**config.mk**
```make
export PLATFORM = sky130hd
export DESIGN_NAME = immd_gen_pipe
export DESIGN_NICKNAME = d
export VERILOG_FILES = /design/src/rtl/immd_gen_pipe.sv
export SDC_FILE = /design/constraint.sdc
export NUM_CORES = 1
export LEC_CHECK = 0
export BUFFER_PORTS_ARGS = -buffer_cell sky130_fd_sc_hd__buf_2
export CAP_MARGIN = 20
export CELL_PAD_IN_SITES_DETAIL_PLACEMENT = 1
export CELL_PAD_IN_SITES_GLOBAL_PLACEMENT = 1
export CORE_ASPECT_RATIO = 0.5
export CORE_MARGIN = 2
export CORE_UTILIZATION = 44
export CTS_BUF_LIST = sky130_fd_sc_hd__clkbuf_4 sky130_fd_sc_hd__clkbuf_8
export CTS_CLUSTER_DIAMETER = 30
export DETAILED_ROUTE_END_ITERATION = 10
export GPL_ROUTABILITY_DRIVEN = 0
export GPL_TIMING_DRIVEN = 1
export PLACE_DENSITY = 0.85
export RECOVER_POWER = 50
export SYNTH_ARGS = -nofsm -noshare
export SYNTH_HDL_FRONTEND = slang
export SYNTH_SLANG_ARGS = --single-unit
```
**constraint.sdc**
```tcl
create_clock -name clk -period 2.3 [get_ports clk]
set_clock_uncertainty 0.05 [all_clocks]
set_input_delay 0.23 -clock clk [delete_from_list [all_inputs] [get_ports clk]]
set_output_delay 0.23 -clock clk [all_outputs]
set_load 0.02 [all_outputs]
```
**src/rtl/immd_gen_pipe.sv**
```systemverilog
// Two-stage RV immediate generator: decode format, then assemble/sign-extend.
// Define IMMD_GEN_CSR_EN to emit zero-extended zimm for CSRRWI/CSRRSI/CSRRCI.
module immd_gen_pipe #(
    parameter int WORD_SIZE = 32
) (
    input  logic                 clk,
    input  logic                 rst,
    input  logic                 flush,
    input  logic                 in_valid,
    output logic                 in_ready,
    input  logic [31:0]          instr,
    output logic                 out_valid,
    input  logic                 out_ready,
    output logic [WORD_SIZE-1:0] generated_immd,
    output logic [2:0]           immd_fmt,
    output logic                 illegal
);

    localparam logic [2:0] FMT_R   = 3'd0;
    localparam logic [2:0] FMT_I   = 3'd1;
    localparam logic [2:0] FMT_S   = 3'd2;
    localparam logic [2:0] FMT_B   = 3'd3;
    localparam logic [2:0] FMT_U   = 3'd4;
    localparam logic [2:0] FMT_J   = 3'd5;
    localparam logic [2:0] FMT_ILL = 3'd7;

    localparam logic [6:0] OP_LUI    = 7'b0110111;
    localparam logic [6:0] OP_AUIPC  = 7'b0010111;
    localparam logic [6:0] OP_JAL    = 7'b1101111;
    localparam logic [6:0] OP_BRANCH = 7'b1100011;
    localparam logic [6:0] OP_STORE  = 7'b0100011;
    localparam logic [6:0] OP_LOAD   = 7'b0000011;
    localparam logic [6:0] OP_IMM    = 7'b0010011;
    localparam logic [6:0] OP_JALR   = 7'b1100111;
    localparam logic [6:0] OP_FENCE  = 7'b0001111;
    localparam logic [6:0] OP_SYSTEM = 7'b1110011;
    localparam logic [6:0] OP_REG    = 7'b0110011;
    localparam logic [6:0] OP_IMM32  = 7'b0011011;
    localparam logic [6:0] OP_REG32  = 7'b0111011;

    localparam bit RV64 = (WORD_SIZE == 64);

    if (WORD_SIZE != 32 && WORD_SIZE != 64) begin : g_bad_word_size
        $error("immd_gen_pipe: WORD_SIZE must be 32 or 64");
    end

    logic                 w_s2_adv;
    logic                 w_s1_adv;
    logic                 w_s1_ready;
    logic                 w_accept;
    logic [6:0]           w_op;
    logic [2:0]           w_fmt;
    logic                 w_zimm;
    logic [31:0]          w_imm32;
    logic [WORD_SIZE-1:0] w_immd;

    logic                 r_s1_valid;
    logic [31:7]          r_s1_instr;
    logic [2:0]           r_s1_fmt;
    logic                 r_s1_zimm;
    logic                 r_s2_valid;
    logic [WORD_SIZE-1:0] r_s2_immd;
    logic [2:0]           r_s2_fmt;
    logic                 r_s2_ill;

    assign w_s2_adv   = !r_s2_valid || out_ready;
    assign w_s1_adv   = r_s1_valid && w_s2_adv;
    assign w_s1_ready = !r_s1_valid || w_s2_adv;
    assign in_ready   = w_s1_ready && !flush;
    assign w_accept   = in_valid && in_ready;
    assign w_op       = instr[6:0];

    // Every listed opcode ends in 2'b11, so compressed encodings fall to illegal.
    always_comb begin
        w_fmt  = FMT_ILL;
        w_zimm = 1'b0;
        unique case (1'b1)
            (w_op == OP_LUI),
            (w_op == OP_AUIPC):          w_fmt = FMT_U;
            (w_op == OP_JAL):            w_fmt = FMT_J;
            (w_op == OP_BRANCH):         w_fmt = FMT_B;
            (w_op == OP_STORE):          w_fmt = FMT_S;
            (w_op == OP_LOAD),
            (w_op == OP_IMM),
            (w_op == OP_JALR),
            (w_op == OP_FENCE):          w_fmt = FMT_I;
            (w_op == OP_SYSTEM): begin
                w_fmt = FMT_I;
`ifdef IMMD_GEN_CSR_EN
                w_zimm = instr[14];
`endif
            end
            (w_op == OP_REG):            w_fmt = FMT_R;
            (RV64 && w_op == OP_IMM32):  w_fmt = FMT_I;
            (RV64 && w_op == OP_REG32):  w_fmt = FMT_R;
            default:                     w_fmt = FMT_ILL;
        endcase
    end

    always_comb begin
        w_imm32 = '0;
        case (r_s1_fmt)
            FMT_I: w_imm32 = r_s1_zimm ? {27'd0, r_s1_instr[19:15]}
                                       : {{20{r_s1_instr[31]}}, r_s1_instr[31:20]};
            FMT_S: w_imm32 = {{20{r_s1_instr[31]}}, r_s1_instr[31:25],
                              r_s1_instr[11:7]};
            FMT_B: w_imm32 = {{19{r_s1_instr[31]}}, r_s1_instr[31], r_s1_instr[7],
                              r_s1_instr[30:25], r_s1_instr[11:8], 1'b0};
            FMT_U: w_imm32 = {r_s1_instr[31:12], 12'd0};
            FMT_J: w_imm32 = {{11{r_s1_instr[31]}}, r_s1_instr[31],
                              r_s1_instr[19:12], r_s1_instr[20],
                              r_s1_instr[30:21], 1'b0};
            default: w_imm32 = '0;
        endcase
    end

    // Bit 31 of every form is instr[31] (or 0 for zimm), so one extension suffices.
    assign w_immd = WORD_SIZE'($signed(w_imm32));

    always_ff @(posedge clk or negedge rst) begin
        if (!rst) begin
            r_s1_valid <= 1'b0;
            r_s1_instr <= '0;
            r_s1_fmt   <= FMT_R;
            r_s1_zimm  <= 1'b0;
        end else if (flush) begin
            r_s1_valid <= 1'b0;
        end else if (w_s1_ready) begin
            r_s1_valid <= w_accept;
            if (w_accept) begin
                r_s1_instr <= instr[31:7];
                r_s1_fmt   <= w_fmt;
                r_s1_zimm  <= w_zimm;
            end
        end
    end

    always_ff @(posedge clk or negedge rst) begin
        if (!rst) begin
            r_s2_valid <= 1'b0;
            r_s2_immd  <= '0;
            r_s2_fmt   <= FMT_R;
            r_s2_ill   <= 1'b0;
        end else if (flush) begin
            r_s2_valid <= 1'b0;
        end else if (w_s2_adv) begin
            r_s2_valid <= r_s1_valid;
            if (w_s1_adv) begin
                r_s2_immd <= w_immd;
                r_s2_fmt  <= r_s1_fmt;
                r_s2_ill  <= (r_s1_fmt == FMT_ILL);
            end
        end
    end

    assign out_valid      = r_s2_valid;
    assign generated_immd = r_s2_immd;
    assign immd_fmt       = r_s2_fmt;
    assign illegal        = r_s2_ill;

endmodule

```
---- Word level (Yosys, flattened, before mapping) ----
Index checks and enable logic that the tools add are counted.
operators by class
  $add $sub $neg .......................... 0
  $mul .................................... 0
  div/mod/pow operators ................... 0
  $lt $le $gt $ge ......................... 0
  eq/ne operators ......................... 17
  shifts and indexed selects .............. 0
  muxes and demuxes ....................... 6
  bitwise gates (word level) .............. 1
  reduce and logical (&&, ||, !) cells .... 14
operator list
  kind                count
  $pmux 32 s5         1
  $eq 7x7->1 const B  4
  $eq 7x6->1 const B  3
  $pmux 3 s6          1
  $eq 7x5->1 const B  2
  $eq 3x3->1 const B  3
  $eq 7x2->1 const B  1
  $eq 7x4->1 const B  1
  $eq 3x2->1 const B  2
  $reduce_and 3->1    2
  $reduce_or 5->1     1
  $mux 1              4
  $reduce_bool 2->1   2
  $eq 3x1->1 const B  1
  $logic_and 1x1->1   3
  $logic_not 1->1     3
  $logic_or 1x1->1    2
  $reduce_or 2->1     1
  $not 1->1           1
word-level totals
  bits in registers ....................... 66
  latch bits .............................. 0
  RAM bits ................................ 0
  ROM bits ................................ 0
  output and inout port bits .............. 38
  memories ................................ 0

---- Logic depth before layout (Yosys ltp) ----
  depth after elaboration ................. 7
  mapped depth ............................ 7

---- Worst setup path before layout ----
Ideal clock, no wire load.
  path type ............................... reg2reg
  start point ............................. register r_s2_valid, in the netlist out_valid
  end point ............................... register r_s2_immd[0], in the netlist generated_immd[0]
  library setup time ...................... 0.121 ns
  arrival ................................. 1.448 ns
  required time ........................... 2.129 ns
  path slack .............................. 0.681 ns
  stages on the path, launching flop included .. 6
  period minus slack after synthesis ...... 1.619 ns
  cells stage by stage .................... dfrtp_1 -> nor2b_4 -> or3b_1 -> buf_2 -> buf_6 -> a22o_1
on the way
  longest elaborated chain between the ends .. 4
RTL lines
  element                       RTL line  text
  from (decl)                   61        logic r_s2_valid;
  from (signal assigned)        147       r_s2_valid <= r_s1_valid;
  $logic_not 1->1 *             66        assign w_s2_adv = !r_s2_valid || out_ready;
  $logic_or 1x1->1 *            66
  $logic_and 1x1->1             67        assign w_s1_adv = r_s1_valid && w_s2_adv;
  $reduce_and 3->1 (no line) *  n/a
  to (signal assigned)          149       r_s2_immd <= w_immd;
  to (decl)                     62        logic [WORD_SIZE-1:0] r_s2_immd;
Every way passes the cells marked *; elsewhere a longest branch is shown, timed or not.
A chain may end at the register's enable or synchronous reset.

---- Worst setup path after layout ----
  start point ............................. register r_s2_valid, in the netlist out_valid
  end point ............................... register r_s2_immd[31], in the netlist generated_immd[31]
The elaborated chain is that of the path after synthesis.

==> flow_summary_export.csv <==
group,metric,value,unit
yosys,syn_nets,352,
yosys,yosys-top-cells-count,"nand2_1, dfrtp_1, nor2_1",
critical_path,path_class,"register to register",
yosys,synth_edf_count,0,
yosys,synth.cell_area,2880,sq um
place,place_hpwl,5560,um
drt,drt-initial-drc-count,135,
clocking,clockBufferDepth,2,
yosys,synthFlopType,"dfrtp_1",
drt,antenna_left,0,
die,fp.dieW,118,um
critical_path,start_kind,"register",
die,die_area,7250,sq um
layout,final_layout_size_suffix_gt1_share,16.1,%
worst_hold_path,hold_depth,3,
die,core_area,6210,sq um
sta,period_minus_slack,1.94,ns
sta,relSlewSlack,1.65,%
sta,setup_viol,0,
global_routing,grt_busiest_layer,"met2",
status,status,"finished, final reports clean",
yosys,synth.top_cell.area_share,57.4,%
sta,clock.fmax,515,MHz
layout,num-nets-final,425,
global_routing,grt_pass1_wl,12800,um
die,num_io_pins,75,
clocking,cts_root_buf,"clkbuf_8",
clocking,numCtsBuffers,9,
power,ir_drop,0.416,mV
sta,finalMaxSlewViolations,0,
layout,syn_to_final_growth,20.0,%
global_routing,antenna_found_initial,0,
layout,post-route-util,55.7,%
layout,n_antenna_cell,0,
global_routing,use_met2,40.6,%
power,p_leak,1.65,nW
critical_path,arrival,2.13,ns
yosys,synth_fa_ha_area_share,0,%
worst_hold_path,hold_start,"instr[27]",
sta,rsz0062_at_grt,"no",
yosys,synth_top_cell_by_area,"dfrtp_1",
critical_path,reg2reg_slack,0.36,ns
critical_path,cp-end-kind,"register",
drt,drt-total-wl,7970,um
worst_hold_path,hold_end,"r_s1_instr[27]",
drt,dr.pass1.iters,4,
clocking,cts_tree,"done",
global_routing,groute.usage.overall,23.5,%
yosys,yosysSeqAreaShare,57.4,%
drt,drc,0,
clocking,clk_latency,0.35,ns
yosys,synth_simple_gate_area_share,25.8,%
global_routing,grt_pass1_vias,2574,
place,dp.cells,464,
die,row_count,20,
clocking,htree_levels,3,
yosys,synthMuxAreaShare,0,%
die,die_h,61.2,um
yosys,synth_xor_area_share,0.304,%
drt,vias,2500,
sta,fin_tns_setup,0,ns
critical_path,reg2reg_to,"generated_immd[31]",
critical_path,worstPathMaxFanout,29,
global_routing,grt_max_degree,44,
layout,fin_cells,480,
yosys,ys_ff_latch,66,
drt,wire_per_inst,16.6,um
yosys,ys_warn_count,0,
sta,tightest_slew,1.48,ns
worst_hold_path,hold_class,"input pin to register",
global_routing,grt_overflow_total,0,
yosys,synth_top_family_by_area,"simple AND/OR/NAND/NOR gates",
yosys,synth_area_leaders,"dfrtp_1, nand2_1, nor2_1, a21oi_1, a31oi_1",
yosys,synth_cell_types,33,
drt,drt-vias-per-instance,5.21,
sta,period_share,84.5,%
global_routing,grt_use_met1,28.7,%
sta,hold_viol_final,0,
clocking,path_clk_slew,0.06,ns
die,start_util,46.4,%
critical_path,r2r_start,"out_valid",
power,power_density,823,nW/um^2
critical_path,r2r_cells,5,
yosys,synth-compound-area-share,12.7,%
critical_path,crit_required,2.49,ns
place,portBuffers,74,
yosys,syn_area_per_cell,9.14,sq um
global_routing,grt.met3_usage,6.85,%
clocking,clock_sinks,66,
yosys,synth_most_common_cell,"nand2_1",
yosys,synthArstFlopShare,100,%
flow_run,maxCapViolCount,0,
yosys,netlist_instances,315,
worst max-delay path: stages, from the launching register on:
cell and delay (ns):
dfrtp_1 0.36, nor2b_1 0.30, or3b_1 0.40, buf_4 0.35, nor2_1 0.10, a32o_1 0.26
report_power, final:
group / total, mW / leakage [nW] / switching, mW / internal, mW
combinational: 0.532 / 0.739 / 0.357 / 0.175
clock: 0.870 / 0.0954 / 0.420 / 0.450
sequential: 1.44 / 0.819 / 0.121 / 1.32
worst max path at each step:
stage / startpoint / endpoint / slack, ns / depth (start not counted)
2_1_floorplan: out_valid / generated_immd[0] / 0.68 / 5
3_3_place_gp: out_valid / generated_immd[8] / 0.59 / 4
3_5_place_dp: out_valid / generated_immd[31] / 0.52 / 5
4_1_cts: out_valid / generated_immd[31] / 0.50 / 5
5_1_grt: out_valid / generated_immd[31] / 0.25 / 5
6_report: out_valid / generated_immd[31] / 0.36 / 5
through the flow:
stage | hold WS (ns) | power, mW | worst slack, ns | area (sq um)
5_1_grt | 0.0133 | 3.00 | 0.247 | 3450
3_3_place_gp | 0.201 | 1.98 | 0.587 | 3330
4_1_cts | 0.00905 | 2.90 | 0.503 | 3510
2_1_floorplan | -0.116 | 1.76 | 0.681 | 2880
6_report | 0.0231 | 2.84 | 0.357 | 3450
3_5_place_dp | 0.213 | 2.02 | 0.519 | 3330
cells in the final DEF (no fill, tap or decap), drive strengths merged, types with 2 or more instances in the layout:
master,netlist,final
nor2b,8,8
dfrtp,66,66
nand2b,3,3
o21ai,11,11
nor2,33,33
o22ai,3,3
a31oi,12,12
nor3b,2,2
nor3,3,3
or3b,2,2
and3b,2,2
clkbuf,5,50
a21oi,16,16
buf,15,43
clkinv,0,3
a22o,7,7
nand2,110,110
nand3,3,3
a221oi,4,4
flip-flops by register name, summed over array words and instances, names as in the netlist:
signal	cells
generated_immd	32
illegal	1
immd_fmt	3
out_valid	1
r_s1_fmt	3
r_s1_instr	25
r_s1_valid	1
cell families (layout without fill, tap and decap cells):
logic type	after synthesis	in the layout
compound gates	57	57
xor+xnor	1	1
buf+inv	21	98
flops	66	66
simple gates	170	170
routing by layer:
layer  share of wire, %  vias to the layer above
met5                  0                        -
met4                1.8                        0
met3                5.2                       13
met2                 48                       67
met1                 45                     1230
li1                   -                     1190
cell type report:
cell class,count,area (sq um)
Clock buffer,12,159
Clock inverter,3,15.0
Fill cell,798,2750
Inverter,1,3.75
Multi-Input combinational cell,228,1120
Sequential cell,66,1650
Tap cell,88,110
Timing Repair Buffer,82,398
what timing repair did:
action / in CTS / in global routing
hold buffers: 1 / 0
gates resized for setup: 0 / 0
setup buffers: 0 / 0
hold endpoints to repair: 23 / 0
(Power assumes the default switching activity.)
